--- config.mk ---
export PLATFORM = sky130hd
export DESIGN_NAME = alu_share_ctrl
export DESIGN_NICKNAME = d
export VERILOG_FILES = /design/src/rtl/alu_share_pkg.sv /design/src/rtl/alu_share_ctrl_rr_arb2.sv /design/src/rtl/alu_share_ctrl.sv
export SDC_FILE = /design/constraint.sdc
export NUM_CORES = 1
export LEC_CHECK = 0
export BUFFER_PORTS_ARGS = -buffer_cell sky130_fd_sc_hd__buf_2
export CAP_MARGIN = 20
export CORE_MARGIN = 2
export CORE_UTILIZATION = 45
export CTS_BUF_LIST = sky130_fd_sc_hd__clkbuf_16
export CTS_CLUSTER_SIZE = 12
export DETAILED_ROUTE_END_ITERATION = 6
export GPL_ROUTABILITY_DRIVEN = 1
export PLACE_DENSITY = 0.78
export SLEW_MARGIN = 10
export SYNTH_ARGS = -nofsm -noshare
export SYNTH_HDL_FRONTEND = slang
export SYNTH_HIERARCHICAL = 1
export SYNTH_SLANG_ARGS = --single-unit
--- constraint.sdc ---
create_clock -name clk -period 3.39 [get_ports clk]
set_clock_uncertainty 0.1 [all_clocks]
set_input_delay 0 -clock clk [delete_from_list [all_inputs] [get_ports clk]]
set_output_delay 0 -clock clk [all_outputs]
set_load 0.05 [all_outputs]
--- src/rtl/alu_share_pkg.sv ---
// alu_share_pkg
//   Shared definitions for the ALU-sharing controller and its arbiter:
//   datapath widths, execute-counter width, FSM state encoding and a
//   helper that converts an execute-cycle count into a counter preload.
package alu_share_pkg;

  localparam int unsigned DATA_W = 8;
  localparam int unsigned OP_W   = 2;
  localparam int unsigned CNT_W  = 4;

  typedef enum logic [1:0] {
    IDLE = 2'd0,
    EXEC = 2'd1,
    RESP = 2'd2
  } state_t;

  // The counter runs down to zero, so N execute cycles preload N-1.
  function automatic logic [CNT_W-1:0] exec_preload(input int unsigned cycles);
    logic [CNT_W-1:0] load_s;
    load_s = CNT_W'(cycles - 32'd1);
    return load_s;
  endfunction

endpackage

--- src/rtl/alu_share_ctrl_rr_arb2.sv ---
// rr_arb2
//   Two-way round-robin arbiter, purely combinational. When both inputs
//   are valid the one that did not win last time is chosen; otherwise the
//   single valid input wins.
// Ports:
//   valid        in  2  request valid per input
//   last_grant   in  1  index granted most recently
//   winner       out 1  index of the chosen input
//   winner_valid out 1  at least one input is valid
module rr_arb2 (
  input  logic [1:0] valid,
  input  logic       last_grant,
  output logic       winner,
  output logic       winner_valid
);

  // Winner selection from the valid pattern and the previous grant
  always_comb begin
    winner       = 1'b0;
    winner_valid = 1'b0;
    case (valid)
      2'b01: begin
        winner       = 1'b0;
        winner_valid = 1'b1;
      end
      2'b10: begin
        winner       = 1'b1;
        winner_valid = 1'b1;
      end
      2'b11: begin
        winner       = ~last_grant;
        winner_valid = 1'b1;
      end
      default: begin
        winner       = 1'b0;
        winner_valid = 1'b0;
      end
    endcase
  end

endmodule

--- src/rtl/alu_share_ctrl.sv ---
// alu_share_ctrl
//   Shares one external three-operand ALU between two requesters. A request
//   is accepted in IDLE, its operands are held on the ALU for EXEC_CYCLES
//   cycles, the result is captured and offered back to the originator until
//   it is consumed. Round-robin priority alternates under contention.
// Ports:
//   clk, rst                       clock, async active-high reset
//   reqN_valid/ready               request handshake, N = 0, 1
//   reqN_a/b/c, reqN_op            request operands and opcode
//   rspN_valid/ready               response handshake
//   rspN_r, rspN_cout              captured result (shared by both ports)
//   alu_a/b/c, alu_op              registered operands to the shared ALU
//   alu_r, alu_cout                combinational ALU result
//   busy                           controller is not idle
module alu_share_ctrl #(
  parameter int unsigned EXEC_CYCLES = 1,
  parameter int unsigned DATA_W      = 8
) (
  input  logic                           clk,
  input  logic                           rst,
  input  logic                           req0_valid,
  output logic                           req0_ready,
  input  logic [DATA_W-1:0]              req0_a,
  input  logic [DATA_W-1:0]              req0_b,
  input  logic [DATA_W-1:0]              req0_c,
  input  logic [alu_share_pkg::OP_W-1:0] req0_op,
  input  logic                           req1_valid,
  output logic                           req1_ready,
  input  logic [DATA_W-1:0]              req1_a,
  input  logic [DATA_W-1:0]              req1_b,
  input  logic [DATA_W-1:0]              req1_c,
  input  logic [alu_share_pkg::OP_W-1:0] req1_op,
  output logic                           rsp0_valid,
  input  logic                           rsp0_ready,
  output logic [DATA_W-1:0]              rsp0_r,
  output logic                           rsp0_cout,
  output logic                           rsp1_valid,
  input  logic                           rsp1_ready,
  output logic [DATA_W-1:0]              rsp1_r,
  output logic                           rsp1_cout,
  output logic [DATA_W-1:0]              alu_a,
  output logic [DATA_W-1:0]              alu_b,
  output logic [DATA_W-1:0]              alu_c,
  output logic [alu_share_pkg::OP_W-1:0] alu_op,
  input  logic [DATA_W-1:0]              alu_r,
  input  logic                           alu_cout,
  output logic                           busy
);

  import alu_share_pkg::*;

  state_t            state_r;
  state_t            state_s;
  logic [CNT_W-1:0]  cnt_r;
  logic              grant_id_r;
  logic              last_grant_r;
  logic [DATA_W-1:0] alu_a_r;
  logic [DATA_W-1:0] alu_b_r;
  logic [DATA_W-1:0] alu_c_r;
  logic [OP_W-1:0]   alu_op_r;
  logic [DATA_W-1:0] result_r;
  logic              result_cout_r;
  logic [1:0]        rsp_valid_r;
  logic              busy_r;

  logic [1:0]        req_valid_s;
  logic              win_s;
  logic              win_valid_s;
  logic [1:0]        ready_s;
  logic              accept_s;
  logic              cnt_zero_s;
  logic              capture_s;
  logic              rsp_done_s;
  logic [DATA_W-1:0] sel_a_s;
  logic [DATA_W-1:0] sel_b_s;
  logic [DATA_W-1:0] sel_c_s;
  logic [OP_W-1:0]   sel_op_s;

  assign req_valid_s = {req1_valid, req0_valid};

  rr_arb2 u_arb (
    .valid        (req_valid_s),
    .last_grant   (last_grant_r),
    .winner       (win_s),
    .winner_valid (win_valid_s)
  );

  // Ready is offered only to the arbitration winner while idle; held low in reset
  always_comb begin
    ready_s = 2'b00;
    if ((state_r == IDLE) && win_valid_s && !rst) begin
      if (win_s) begin
        ready_s = 2'b10;
      end else begin
        ready_s = 2'b01;
      end
    end else begin
      ready_s = 2'b00;
    end
  end

  assign accept_s   = |(ready_s & req_valid_s);
  assign cnt_zero_s = (cnt_r == {CNT_W{1'b0}});
  assign capture_s  = (state_r == EXEC) && cnt_zero_s;

  // Response completes when the owning requester takes the result
  always_comb begin
    rsp_done_s = 1'b0;
    if (state_r == RESP) begin
      if (grant_id_r) begin
        rsp_done_s = rsp1_ready;
      end else begin
        rsp_done_s = rsp0_ready;
      end
    end else begin
      rsp_done_s = 1'b0;
    end
  end

  // Operand mux selecting the winner's request fields
  always_comb begin
    sel_a_s  = req0_a;
    sel_b_s  = req0_b;
    sel_c_s  = req0_c;
    sel_op_s = req0_op;
    if (win_s) begin
      sel_a_s  = req1_a;
      sel_b_s  = req1_b;
      sel_c_s  = req1_c;
      sel_op_s = req1_op;
    end else begin
      sel_a_s  = req0_a;
      sel_b_s  = req0_b;
      sel_c_s  = req0_c;
      sel_op_s = req0_op;
    end
  end

  // Next-state logic for the IDLE/EXEC/RESP sequencer
  always_comb begin
    state_s = state_r;
    case (state_r)
      IDLE: begin
        if (accept_s) begin
          state_s = EXEC;
        end else begin
          state_s = IDLE;
        end
      end
      EXEC: begin
        if (cnt_zero_s) begin
          state_s = RESP;
        end else begin
          state_s = EXEC;
        end
      end
      RESP: begin
        if (rsp_done_s) begin
          state_s = IDLE;
        end else begin
          state_s = RESP;
        end
      end
      default: begin
        state_s = IDLE;
      end
    endcase
  end

  // FSM state register
  always_ff @(posedge clk or posedge rst) begin
    if (rst) begin
      state_r <= IDLE;
    end else begin
      state_r <= state_s;
    end
  end

  // Operand and grant capture on the request handshake; held otherwise
  always_ff @(posedge clk or posedge rst) begin
    if (rst) begin
      alu_a_r      <= {DATA_W{1'b0}};
      alu_b_r      <= {DATA_W{1'b0}};
      alu_c_r      <= {DATA_W{1'b0}};
      alu_op_r     <= {OP_W{1'b0}};
      grant_id_r   <= 1'b0;
      last_grant_r <= 1'b1;
    end else if (accept_s) begin
      alu_a_r      <= sel_a_s;
      alu_b_r      <= sel_b_s;
      alu_c_r      <= sel_c_s;
      alu_op_r     <= sel_op_s;
      grant_id_r   <= win_s;
      last_grant_r <= win_s;
    end
  end

  // Execute counter: preloaded on accept, counts down while executing
  always_ff @(posedge clk or posedge rst) begin
    if (rst) begin
      cnt_r <= {CNT_W{1'b0}};
    end else if (accept_s) begin
      cnt_r <= exec_preload(EXEC_CYCLES);
    end else if ((state_r == EXEC) && !cnt_zero_s) begin
      cnt_r <= cnt_r - CNT_W'(1);
    end
  end

  // Result capture in the last execute cycle
  always_ff @(posedge clk or posedge rst) begin
    if (rst) begin
      result_r      <= {DATA_W{1'b0}};
      result_cout_r <= 1'b0;
    end else if (capture_s) begin
      result_r      <= alu_r;
      result_cout_r <= alu_cout;
    end
  end

  // Registered response-valid and busy flags, aligned with the state register
  always_ff @(posedge clk or posedge rst) begin
    if (rst) begin
      rsp_valid_r <= 2'b00;
      busy_r      <= 1'b0;
    end else begin
      if (capture_s) begin
        rsp_valid_r <= grant_id_r ? 2'b10 : 2'b01;
      end else if (rsp_done_s) begin
        rsp_valid_r <= 2'b00;
      end
      if (accept_s) begin
        busy_r <= 1'b1;
      end else if (rsp_done_s) begin
        busy_r <= 1'b0;
      end
    end
  end

  assign req0_ready = ready_s[0];
  assign req1_ready = ready_s[1];
  assign rsp0_valid = rsp_valid_r[0];
  assign rsp1_valid = rsp_valid_r[1];
  assign rsp0_r     = result_r;
  assign rsp1_r     = result_r;
  assign rsp0_cout  = result_cout_r;
  assign rsp1_cout  = result_cout_r;
  assign alu_a      = alu_a_r;
  assign alu_b      = alu_b_r;
  assign alu_c      = alu_c_r;
  assign alu_op     = alu_op_r;
  assign busy       = busy_r;

endmodule

* Word level (Yosys, flattened, before mapping)
Cells that the tools add are included.
Storage, ports and cells: logic and storage cells 54, register bits 46, bits in latches 0, memories kept 0, bits in writable memories 0, output and inout bits 49, input port bits 67, bits in read-only memories 0
Operators by class: reduce and logical (&&, ||, !) cells 13, shift operators 0, equality and inequality tests 5, $lt $le $gt $ge 0, bitwise logic cells 2, mux-type cells 21, $mul 0, $add $sub $neg 1, divide/modulo/power cells 0
Operators with widths (count):
- 2-to-1 mux 8 bit | 3
- 2-to-1 mux 2 bit | 8
- 2-to-1 mux 4 bit | 2
- equality test 2 bit, second input constant | 3
- 2-to-1 mux 1 bit | 6
- case mux 2 bit (3 select lines) | 1
- nonzero test 2 bit | 3
- equality test 2 x 1 -> 1 bit, second input constant | 2
- logical AND 1 bit | 4
- zero test 4 bit | 1
- subtractor 4 x 1 -> 4 bit, second input constant | 1
- OR reduction 3 bit | 1
- bitwise AND 2 bit | 1
- zero test 1 bit | 2
- zero test 2 bit | 1
- case mux 1 bit (2 select lines) | 1
- OR reduction 2 bit | 1
- inverter 1 bit | 1

* Longest topological paths before layout
word-level depth 10, depth in mapped cells 6, depth with buffers taken out 5

* Modules after synthesis
Netlist, hierarchy kept.
Modules (own cells, without submodules):
- alu_share_ctrl | area an instance 2404.8 um^2, cells an instance 171, instances 1
- rr_arb2 | area an instance 13.8 um^2, cells an instance 2, instances 1

* Least setup slack after synthesis
OpenSTA, ideal clock, no wires.
path type reg2out, start point register last_grant_r, end point output port req1_ready, stages on the path, launching flop included 6, buffers on the path 2, data arrival time 1.899 ns, path slack 1.391 ns, path through dfstp_2 > a21boi_1 > buf_2 > buf_1 > inv_1 > nor2_1
Between the ends: cells in the longest elaborated chain, start to end 4
RTL lines:
- from (decl) | RTL line alu_share_ctrl.sv:56 | logic last_grant_r;
- from (signal assigned) | RTL line alu_share_ctrl.sv:194 | last_grant_r <= win_s;
- inverter 1 bit | RTL line alu_share_ctrl_rr_arb2.sv:31 | winner = ~last_grant;
- case mux 1 bit (2 select lines) | RTL line alu_share_ctrl_rr_arb2.sv:21 | case (valid)
- via win_s | RTL line alu_share_ctrl.sv:67 | logic win_s;
- 2-to-1 mux 2 bit | RTL line alu_share_ctrl.sv:92 | if (win_s) begin
- 2-to-1 mux 2 bit | RTL line alu_share_ctrl.sv:91 | if ((state_r == IDLE) && win_valid_s && !rst) begin
- to (decl) | RTL line alu_share_ctrl.sv:28 | output logic req1_ready,
The timed path passes the listed nets, and every way through them passes these cells.

* Worst setup path after layout
start point input port req1_valid, end point register alu_c_r[7] (netlist: alu_c[7])
RTL lines:
- from (decl) | RTL line alu_share_ctrl.sv:27 | input logic req1_valid,
- equality test 2 bit | RTL line alu_share_ctrl_rr_arb2.sv:21
- case mux 1 bit (2 select lines) * | RTL line alu_share_ctrl_rr_arb2.sv:21
- via win_s | RTL line alu_share_ctrl.sv:67
- 2-to-1 mux 2 bit | RTL line alu_share_ctrl.sv:92
- 2-to-1 mux 2 bit | RTL line alu_share_ctrl.sv:91
- bitwise AND 2 bit | RTL line alu_share_ctrl.sv:102 | assign accept_s = |(ready_s & req_valid_s);
- OR reduction 2 bit | RTL line alu_share_ctrl.sv:102
- to (signal assigned) | RTL line alu_share_ctrl.sv:184 | alu_c_r <= {DATA_W{1'b0}};
- to (signal assigned) | RTL line alu_share_ctrl.sv:191 | alu_c_r <= sel_c_s;
- to (decl) | RTL line alu_share_ctrl.sv:59 | logic [DATA_W-1:0] alu_c_r;
The timed path passes the listed nets; every way through them passes the cells marked *. A chain may end at the register's enable or synchronous reset.

==> flow_summary.yaml <==
status:
  status: "finished with violations"
  failed_checks: "negative hold slack"
power:
  ir_worst_vdd_v: 0.000532
  p_leak_uw: 0.00181
  power_density_mw_per_mm2: 982
route:
  wl_um: 5980
  vias_per_cell: 4.74
  drt_drc_violations_left: 0
  postRouteAntennaNets: 0
  avgRoutedWirePerCell_um: 14.6
  dr_total_vias: 1944
  firstDrtPassIters: 4
  drt_iter0_drc: 97
sta:
  min_period_over_period_pct: 70.5
  finalSetupTns_ps: 0
  slew_violations: 0
  worst_pin_slew_ps: 919
  final_hold_viol_count: 1
  setup_violations: 0
  grt_setup_unrepaired: "no"
  fmax_mhz: 418
  finalCriticalPeriod_ps: 2390
  holdWs_ps: -5.85
  relSlewSlack_pct: 38.6
synthesis:
  yosys_warnings: 6
  synth-edff-count: 0
  ys_seq_area_share_pct: 47.6
  synth_cells: 173
  synthFlopType: "dfrtp_1"
  async_reset_ff_share_pct: 100
  yosys_register_bits: 46
  synth.cell_area_sq_mm: 0.00242
  synth_cell_types: 35
  syn_nets: 242
  syn_area_per_cell_sq_um: 14.0
critical_path:
  cp_cell_sequence: "dlygate4sd3_1 > buf_2 > a21boi_2 > buf_4 > mux2_2 > dlygate4sd3_1 > mux2_4"
  critPathMaxStageDelay_ps: 560
  cp.arrival_ps: 2450
  cpLargestDelayFamily: "buffers and inverters"
  path_common_cell: "dlygate4sd3_1"
  timing_worst_setup_path_type: "in2reg"
  endpoint_kind: "register"
  crit_slowest_cell: "dlygate4sd3_1"
  cp.required_ps: 3450
  cp-start-kind: "input pin"
  cp_num_buf_inv: 4
  cp_max_fo: 28
clock_network:
  clock_sinks: 46
  clockBufferDepth: 2
  h-tree-depth: 2
  post_cts_resized: 0
  cts_root_buffer: "clkbuf_16"
  cts_tree: "done"
  clock_latency_ps: 280
  cts_buffers: 5
  clkSlewWorstSetupHoldPaths_ps: 60
final_layout:
  final_core_utilization_pct: 71.9
  area_delta_synth_final_pct: 52.8
  fill_cells: 354
  finalNonFillerCells: 410
  fin_nets: 408
  final_area_sq_mm: 0.00370
  drive_gt1_share_pct: 55.6
  antennaDiodeCount: 0
global_route:
  grt_first_pass_wirelength_um: 9610
  grt_overflow_total: 0
  grt_pass1_vias: 2024
  grt_max_degree: 47
  grtUsageTotal_pct: 20.7
  antenna_found_initial: 0
place:
  post-place-cells: 340
  dpl_cell_area_sq_mm: 0.00293
  port_buffers: 115
  gp_congestion: 0.799
  dpl.hpwl_um: 3440
floorplanning:
  start_util_pct: 47.1
  die_w_um: 77.3
  die_h_um: 77.3
  core_area_sq_mm: 0.00514
  fp-row-count: 26
  die_area_sq_mm: 0.00598
  io-pin-count: 116
job:
  cap_viol_max_count: 0
worst_hold_path:
  hold_class: "in2reg"
metal layers:
| layer | wire length (um) | vias to the layer above | share of wire [%] | global-route usage, % |
|---|---|---|---|---|
| li1 | - | 940 | - | - |
| met1 | 2400 | 917 | 40 | 23.5 |
| met2 | 3080 | 77 | 52 | 37.1 |
| met3 | 386 | 10 | 6.5 | 5.65 |
| met4 | 104 | 0 | 1.7 | 6.96 |
| met5 | 0 | - | 0 | 0 |
path summary, 6_finish.rpt:
path / slack (ps) / depth (start not counted) / from / endpoint
worst max-delay path: 1000 / 7 / req1_valid / alu_c[7]$_DFFE_PP0P_
worst min-delay path: -6 / 3 / req0_a[4] / alu_a[4]$_DFFE_PP0P_
worst max register to register: 1050 / 5 / last_grant_r$_DFFE_PP1P_ / alu_c[7]$_DFFE_PP0P_
worst min register to register: 390 / 1 / busy$_DFFE_PP0P_ / busy$_DFFE_PP0P_
max in group asynchronous: 2220 / 3 / rst / alu_op[1]$_DFFE_PP0P_
min in group asynchronous: 400 / 3 / rst / rsp0_r[2]$_DFFE_PP0P_
area by class of cell:
class / count / area [sq um] / share of cell area, %
clock buffers: 5 / 125 / 3.39
clock inverters: 3 / 17.5 / 0.474
inverters: 5 / 18.8 / 0.508
multi-input cells: 103 / 1090 / 29.5
flip-flops and latches: 46 / 1150 / 31.2
well taps: 70 / 87.6 / 2.37
repair buffers: 178 / 1200 / 32.6
metrics by stage:
stage,total power (uW),worst slack [ps]
final,3630,1000
after global routing,3820,911
after CTS,3640,1030
after detailed placement,3070,1090
after global placement,3040,1130
after floorplan,2750,1390
where the power goes:
part           switching (uW)  internal, uW
clock                     189           270
sequential                173           829
combinational            1440           731
worst reg2reg max path: cells and delay by family (launching register included):
family | cells | cell delay (ps)
AO/OA/AOI/OAI | 1 | 160
buffers and inverters | 2 | 920
flip-flops | 1 | 380
multiplexers | 2 | 660
sequential cells by signal, indices dropped and copies added (netlist names):
signal and flops:
alu_a 8, alu_b 8, alu_c 8, rsp0_r 8
cnt_r 4, alu_op 2, rsp_valid_r 2, state_r 2
busy 1, grant_id_r 1, last_grant_r 1, rsp0_cout 1
logic make-up after synthesis:
kind of cell	after synthesis	synth area share, %
AO/OA/AOI/OAI	19	4.97
adder cells (fa/ha/maj)	2	1.03
buffers and inverters	24	7.40
flip-flops	46	47.6
multiplexers	65	34.1
AND/OR/NAND/NOR	17	4.81
cells in the final DEF, fill, tap and decap left out, types with 2 or more instances in the layout:
cell type | Yosys | final
o21ai_0 | 5 | 5
mux2_2 | 36 | 36
dfrtp_1 | 45 | 45
o21ai_1 | 2 | 2
dlygate4sd3_1 | 0 | 62
mux2i_1 | 3 | 3
buf_2 | 3 | 115
nand3_1 | 3 | 3
inv_1 | 5 | 5
clkbuf_16 | 0 | 5
nand2_1 | 2 | 2
nor2b_1 | 2 | 2
nor2_1 | 2 | 2
ha_1 | 2 | 2
a21oi_1 | 4 | 4
mux2_4 | 26 | 26
a21o_1 | 3 | 3
synthesized netlist by cell type, types with 3 or more instances:
cell type  instances  area share, %
a21o_1             3           0.93
a21oi_1            4           0.83
buf_2              3           0.62
buf_4              9            2.8
dfrtp_1           45             47
inv_1              5           0.78
mux2_2            36             17
mux2_4            26             16
mux2i_1            3            1.2
nand3_1            3           0.62
o21ai_0            5            1.0
what timing repair did:
action                    4_1_cts  5_1_grt
hold endpoints to repair       81        0
buffers inserted                0        0
hold buffers                   62        0
Note: power is estimated with default switching activity, not from simulation.
